### config.mk
export PLATFORM = sky130hd
export DESIGN_NAME = ahb_arbiter_flat
export DESIGN_NICKNAME = d
export VERILOG_FILES = /design/src/rtl/ahb_pkg.sv /design/src/rtl/ahb_arbiter_if.sv /design/src/rtl/ahb_hold_timer.sv /design/src/rtl/ahb_arbiter.sv /design/src/flat_wrapper.sv
export SDC_FILE = /design/constraint.sdc
export NUM_CORES = 1
export LEC_CHECK = 0
export ABC_CLOCK_PERIOD_IN_PS = 2000
export BUFFER_PORTS_ARGS = -buffer_cell sky130_fd_sc_hd__buf_4
export CORE_MARGIN = 1
export CORE_UTILIZATION = 51
export DETAILED_ROUTE_END_ITERATION = 8
export PLACE_DENSITY = 0.84
export SYNTH_ARGS = -nofsm -noshare
export SYNTH_HDL_FRONTEND = slang
export SYNTH_SLANG_ARGS = --single-unit
### constraint.sdc
create_clock -name HCLK -period 2 [get_ports HCLK]
set_input_delay 0.2 -clock HCLK [delete_from_list [all_inputs] [get_ports HCLK]]
set_output_delay 0.2 -clock HCLK [all_outputs]
set_load 0.01 [all_outputs]
### src/rtl/ahb_pkg.sv
// Shared AHB arbiter definitions: transfer codes, master IDs, grant-state enum.
package ahb_pkg;

    localparam int unsigned HTRANS_W  = 2;
    localparam int unsigned HMASTER_W = 4;
    localparam int unsigned HOLD_W    = 8;

    typedef enum logic [HTRANS_W-1:0] {
        IDLE   = 2'b00,
        BUSY   = 2'b01,
        NONSEQ = 2'b10,
        SEQ    = 2'b11
    } htrans_t;

    localparam logic [HMASTER_W-1:0] MST_M1 = 4'd1;
    localparam logic [HMASTER_W-1:0] MST_M2 = 4'd2;

    typedef enum logic {
        GNT_M1 = 1'b0,
        GNT_M2 = 1'b1
    } gnt_state_t;

    // Master ID presented on HMASTER for a given grant state.
    function automatic logic [HMASTER_W-1:0] mst_id(input gnt_state_t s);
        return (s == GNT_M2) ? MST_M2 : MST_M1;
    endfunction

endpackage

### src/rtl/ahb_arbiter_if.sv
// Arbiter-facing AHB signal bundle; slave = arbiter side, master = requesters side.
interface ahb_arbiter_if;
    import ahb_pkg::*;

    logic                 HBUSREQ_M1;
    logic                 HBUSREQ_M2;
    logic                 HLOCK_M1;
    logic                 HLOCK_M2;
    logic [HTRANS_W-1:0]  HTRANS;
    logic                 HREADY;
    logic                 HGRANT_M1;
    logic                 HGRANT_M2;
    logic [HMASTER_W-1:0] HMASTER;
    logic                 HMASTLOCK;

    modport slave (
        input  HBUSREQ_M1, HBUSREQ_M2, HLOCK_M1, HLOCK_M2, HTRANS, HREADY,
        output HGRANT_M1, HGRANT_M2, HMASTER, HMASTLOCK
    );

    modport master (
        output HBUSREQ_M1, HBUSREQ_M2, HLOCK_M1, HLOCK_M2, HTRANS, HREADY,
        input  HGRANT_M1, HGRANT_M2, HMASTER, HMASTLOCK
    );

endinterface

### src/rtl/ahb_hold_timer.sv
// Saturating hold counter: counts cycles the owner keeps the bus against a waiting requester.
module ahb_hold_timer
    import ahb_pkg::*;
#(
    parameter int unsigned MAX_HOLD = 16
) (
    input  logic clk,
    input  logic rst_n,
    input  logic clr,
    input  logic inc,
    output logic expired_c
);

    localparam logic [HOLD_W-1:0] HOLD_MAX = HOLD_W'(MAX_HOLD);

    logic [HOLD_W-1:0] count;

    always_ff @(posedge clk or negedge rst_n) begin
        if (!rst_n) begin
            count <= '0;
        end else if (clr) begin
            count <= '0;
        end else if (inc && (count != HOLD_MAX)) begin
            count <= count + HOLD_W'(1);
        end
    end

    assign expired_c = (count == HOLD_MAX);

endmodule

### src/rtl/ahb_arbiter.sv
// Two-master AHB arbiter (M1 fetch, M2 data) with lock, burst and hold-limit handling.
// Define ARB_RR_EN for round-robin tie-break; default is fixed priority M2 over M1.
module ahb_arbiter
    import ahb_pkg::*;
#(
    parameter int unsigned MAX_HOLD = 16
) (
    input  logic         HCLK,
    input  logic         HRESETn,
    ahb_arbiter_if.slave bus
);

    gnt_state_t state;
    gnt_state_t state_nxt;
    gnt_state_t other_state;
    gnt_state_t tie_winner;
    logic       owner_lock;
    logic       other_req;
    logic       seq_burst;
    logic       hold_inc;
    logic       hold_clr;
    logic       hold_expired;

    // Owner-relative view of the requests.
    always_comb begin
        owner_lock  = (state == GNT_M1) ? bus.HLOCK_M1   : bus.HLOCK_M2;
        other_req   = (state == GNT_M1) ? bus.HBUSREQ_M2 : bus.HBUSREQ_M1;
        other_state = (state == GNT_M1) ? GNT_M2 : GNT_M1;
        seq_burst   = (htrans_t'(bus.HTRANS) == SEQ);
    end

`ifdef ARB_RR_EN
    gnt_state_t rr_last;

    // Last granted master; the other one wins a tie.
    always_ff @(posedge HCLK or negedge HRESETn) begin
        if (!HRESETn) begin
            rr_last <= GNT_M1;
        end else if (state_nxt != state) begin
            rr_last <= state_nxt;
        end
    end

    assign tie_winner = (rr_last == GNT_M1) ? GNT_M2 : GNT_M1;
`else
    assign tie_winner = GNT_M2;
`endif

    always_ff @(posedge HCLK or negedge HRESETn) begin
        if (!HRESETn) begin
            state <= GNT_M1;
        end else begin
            state <= state_nxt;
        end
    end

    // Lock beats everything; hold expiry beats an ongoing SEQ burst.
    always_comb begin
        state_nxt = state;
        if (bus.HREADY && !owner_lock) begin
            if (hold_expired && other_req) begin
                state_nxt = other_state;
            end else if (!seq_burst) begin
                unique case ({bus.HBUSREQ_M1, bus.HBUSREQ_M2})
                    2'b10:   state_nxt = GNT_M1;
                    2'b01:   state_nxt = GNT_M2;
                    2'b11:   state_nxt = tie_winner;
                    default: state_nxt = state;
                endcase
            end
        end
    end

    always_comb begin
        bus.HGRANT_M1 = 1'b0;
        bus.HGRANT_M2 = 1'b0;
        if (state == GNT_M2) begin
            bus.HGRANT_M2 = 1'b1;
        end else begin
            bus.HGRANT_M1 = 1'b1;
        end
    end

    assign hold_clr = (state_nxt != state);
    assign hold_inc = bus.HREADY && !owner_lock && other_req;

    ahb_hold_timer #(
        .MAX_HOLD (MAX_HOLD)
    ) u_hold_timer (
        .clk       (HCLK),
        .rst_n     (HRESETn),
        .clr       (hold_clr),
        .inc       (hold_inc),
        .expired_c (hold_expired)
    );

    // Address-phase owner trails the grant by one completed transfer.
    always_ff @(posedge HCLK or negedge HRESETn) begin
        if (!HRESETn) begin
            bus.HMASTER   <= MST_M1;
            bus.HMASTLOCK <= 1'b0;
        end else if (bus.HREADY) begin
            bus.HMASTER   <= mst_id(state);
            bus.HMASTLOCK <= owner_lock;
        end
    end

endmodule

### src/flat_wrapper.sv
// flat-port wrapper written by rule: the top's interface ports become plain ports
module ahb_arbiter_flat import ahb_pkg::*;
#(
    parameter int unsigned MAX_HOLD = 16
)
  (HCLK, HRESETn, bus_HBUSREQ_M1, bus_HBUSREQ_M2, bus_HLOCK_M1, bus_HLOCK_M2, bus_HTRANS, bus_HREADY, bus_HGRANT_M1, bus_HGRANT_M2, bus_HMASTER, bus_HMASTLOCK);
  ahb_arbiter_if bus_i ();
  input  logic HCLK;
  input  logic HRESETn;
  input wire logic [$bits(bus_i.HBUSREQ_M1)-1:0] bus_HBUSREQ_M1;
  input wire logic [$bits(bus_i.HBUSREQ_M2)-1:0] bus_HBUSREQ_M2;
  input wire logic [$bits(bus_i.HLOCK_M1)-1:0] bus_HLOCK_M1;
  input wire logic [$bits(bus_i.HLOCK_M2)-1:0] bus_HLOCK_M2;
  input wire logic [$bits(bus_i.HTRANS)-1:0] bus_HTRANS;
  input wire logic [$bits(bus_i.HREADY)-1:0] bus_HREADY;
  output wire logic [$bits(bus_i.HGRANT_M1)-1:0] bus_HGRANT_M1;
  output wire logic [$bits(bus_i.HGRANT_M2)-1:0] bus_HGRANT_M2;
  output wire logic [$bits(bus_i.HMASTER)-1:0] bus_HMASTER;
  output wire logic [$bits(bus_i.HMASTLOCK)-1:0] bus_HMASTLOCK;
  assign bus_i.HBUSREQ_M1 = bus_HBUSREQ_M1;
  assign bus_i.HBUSREQ_M2 = bus_HBUSREQ_M2;
  assign bus_i.HLOCK_M1 = bus_HLOCK_M1;
  assign bus_i.HLOCK_M2 = bus_HLOCK_M2;
  assign bus_i.HTRANS = bus_HTRANS;
  assign bus_i.HREADY = bus_HREADY;
  assign bus_HGRANT_M1 = bus_i.HGRANT_M1;
  assign bus_HGRANT_M2 = bus_i.HGRANT_M2;
  assign bus_HMASTER = bus_i.HMASTER;
  assign bus_HMASTLOCK = bus_i.HMASTLOCK;
  ahb_arbiter #(.MAX_HOLD(MAX_HOLD)) u_core (.HCLK(HCLK), .HRESETn(HRESETn), .bus(bus_i));
endmodule
==> impl_metrics.ini <==
[cts]
cts_buffer_depth = 2
cts_buffers = 3
ctsResizeCount = 0
cts.reportedPaths.clkPinSlew_ns = 0.07
cts_htree_levels = 1
clock-sinks = 12
cts_tree = done
clkLatencyLatePin_ns = 0.27
root_buffer = clkbuf_4

[worst_setup_path]
worst-path-max-fanout = 8
end_kind = flop
reg2reg_depth = 6
crit_path_top_delay_cell = dfrtp_1
start_kind = flop
crit_path_max_incr_delay_ns = 0.43
required_ns = 2.16
crit_type = flop to flop
cp_data_arrival_time_ns = 1.86
worstPathCellList = inv_1 > ha_1 > nand4bb_1 > o21ai_4 > nor2_2 > a221o_1

[final_layout]
n_fill_cell = 97
drive_above_1_share_pct = 35.23
antennaDiodeCount = 0
final_nets = 100
synthToLayoutAreaGrowth_pct = 18.57
stdcell_count = 103

[sta]
fin_skew_ns = 0.01004
fin_hold_ws_ns = 0.2193
drv_slew = 0
setup_tns_ns = 0
max_freq_ghz = 0.5872
rsz0062_at_grt = false
fin_crit_sh_pct = 85.15
finalSetupViolCount = 0
post-route-min-period_ns = 1.703
hold_violations = 0

[pwr]
power_leakage_uw = 0.0003801
p_per_area_nw_per_um2 = 946.5
ir_drop_uv = 516.9

[routing]
via_count = 632
wl_per_cell_um = 14.19
wirelength_mm = 1.462
dr.pass1.iters = 4
viasPerCell = 6.136
drc = 0
detail-route-antenna-nets = 0
drt_iter0_markers = 21

[floorplan]
die_w_um = 39.95
rows = 13
fp.dieArea_sq_um = 1596
initial_core_util_pct = 55.75
die_h_um = 39.95
core_sq_um = 1318
pin_count = 16

[synthesis]
synthCells = 72
synth-edff-count = 0
ys.flop_type = dfrtp_1
async_flop_share_pct = 100.0
synth-seq-cells = 12
ys_warn_count = 0
seq_area_frac_synth_pct = 41.06
post_synth_num_cell_types = 35
netlist_area_sq_um = 734.5
syn_area_per_cell_sq_um = 10.20

[grt]
grt_pass1_vias = 504
grt-ovfl-total = 0
grt_max_degree = 13
grt_pass1_wl_mm = 2.180
antenna_found_initial = 0
globalRouteTotalUtil_pct = 21.33

[hold_path]
hold_path.class = input port to flop
hold_path_depth = 2

[placed_design]
gp_congestion = 0.8704
placedCellCount = 98
io_buffers = 13

[status]
outcome = finished clean

[job]
cap_violations = 0
-- area by class of cell --
class | count | area [sq um] | area share, %
flip-flops and latches | 12 | 301.5 | 34.63
inverters | 3 | 11.26 | 1.293
well taps | 15 | 18.77 | 2.155
repair buffers | 14 | 107.6 | 12.36
multi-input cells | 55 | 405.4 | 46.55
clock buffers | 4 | 26.28 | 3.017
-- registers in the layout, indices dropped and copies added, names as in the netlist --
name	cells
u_core.u_hold_timer.count	8
u_core.bus.HMASTLOCK	1
u_core.bus.HMASTER	2
u_core.state	1
-- synth_stat cells, drive strengths merged, types with 2 or more instances --
master / n / share of area [%]
dfrtp: 11 / 37
o21ai: 6 / 5.6
a22o: 5 / 6.5
nand2: 5 / 2.6
nor2: 5 / 2.9
nor2b: 4 / 3.4
buf: 3 / 2.7
inv: 3 / 1.5
mux2: 3 / 4.6
nand3: 3 / 2.0
and4: 2 / 2.6
ha: 2 / 3.4
nor3: 2 / 1.4
o21a: 2 / 2.0
-- metrics by stage --
step           instance area [sq um]  worst slack, ns  util, %  power [uW]
2_1_floorplan                  738.2           0.4501        -       574.2
6_report                       870.8           0.2969    66.10       824.2
5_1_grt                        870.8           0.1952    66.10       882.5
4_1_cts                        870.8           0.3073    66.10       825.6
3_5_place_dp                   834.6           0.3111    63.34       675.7
3_3_place_gp                   834.6           0.3668    63.34       659.7
-- metal layers --
metal	vias up	share of wire [%]	global-route usage, %
met2	33	49	33.47
met3	6	7.5	10.00
met1	292	41	25.52
li1	301	-	-
met5	-	0	0
met4	0	1.7	6.897
-- layout by cell type (no fill, tap or decap), drive strengths merged --
| cell | netlist | routed |
|---|---|---|
| nand4bb | 1 | 1 |
| nand3 | 3 | 3 |
| dfstp | 1 | 1 |
| nor4 | 1 | 1 |
| nor2 | 5 | 5 |
| nand2 | 5 | 5 |
| or3 | 1 | 1 |
| mux2 | 3 | 3 |
| o21a | 2 | 2 |
| o41ai | 1 | 1 |
| a22o | 5 | 5 |
| and4 | 2 | 2 |
| buf | 3 | 13 |
| nor3 | 2 | 2 |
| o21ba | 1 | 1 |
| o21ai | 6 | 6 |
| and4b | 1 | 1 |
| dfrtp | 11 | 11 |
| clkbuf | 0 | 4 |
| and3 | 1 | 1 |
| a2bb2oi | 1 | 1 |
| a31o | 1 | 1 |
| a41oi | 1 | 1 |
| conb | 1 | 2 |
| dlygate4sd3 | 0 | 1 |
| a221o | 1 | 1 |
| and2 | 1 | 1 |
| o22ai | 1 | 1 |
| inv | 3 | 3 |
| nor2b | 4 | 4 |
| ha | 2 | 2 |
| a31oi | 1 | 1 |
-- where the power goes --
| part | internal, uW | total [uW] | switching [uW] |
|---|---|---|---|
| clock network | 77.1 | 149 | 71.9 |
| registers | 302 | 376 | 73.3 |
| logic | 151 | 300 | 149 |
-- kinds of logic after synthesis --
logic type               count (synthesis)  synth area share (%)
buffers and inverters                    6                 4.258
AND/OR/NAND/NOR                         27                 21.98
adder cells (fa/ha/maj)                  2                 3.407
multiplexers                             3                 4.599
AO/OA/AOI/OAI                           21                 24.19
flip-flops                              12                 41.06
other                                    1                0.5106
-- critical path: cells and delay by family, from the launching register on --
family / cells / cell delay, ns
AND/OR/NAND/NOR: 2 / 0.33
flip-flops: 1 / 0.43
AO/OA/AOI/OAI: 2 / 0.60
buffers and inverters: 1 / 0.10
adder cells (fa/ha/maj): 1 / 0.15
-- timing repair --
action	4_1_cts	5_1_grt
hold buffers	1	0
hold endpoints to repair	12	0
setup buffers	0	0
-- worst paths after layout --
path,start,to,slack (ns)
setup reg to reg,u_core.u_hold_timer.count[1]$_DFFE_PN0P_,u_core.u_hold_timer.count[3]$_DFFE_PN0P_,0.30
setup / recovery,u_core.u_hold_timer.count[1]$_DFFE_PN0P_,u_core.u_hold_timer.count[3]$_DFFE_PN0P_,0.30
min in group asynchronous,HRESETn,u_core.u_hold_timer.count[5]$_DFFE_PN0P_,0.29
hold reg to reg,u_core.bus.HMASTLOCK$_DFFE_PN0P_,u_core.bus.HMASTLOCK$_DFFE_PN0P_,0.48
max in group asynchronous,HRESETn,u_core.bus.HMASTER[0]$_DFFE_PN1P_,1.47
hold / removal,bus_HREADY,u_core.bus.HMASTLOCK$_DFFE_PN0P_,0.22
Power figures use the tool's default switching activity.
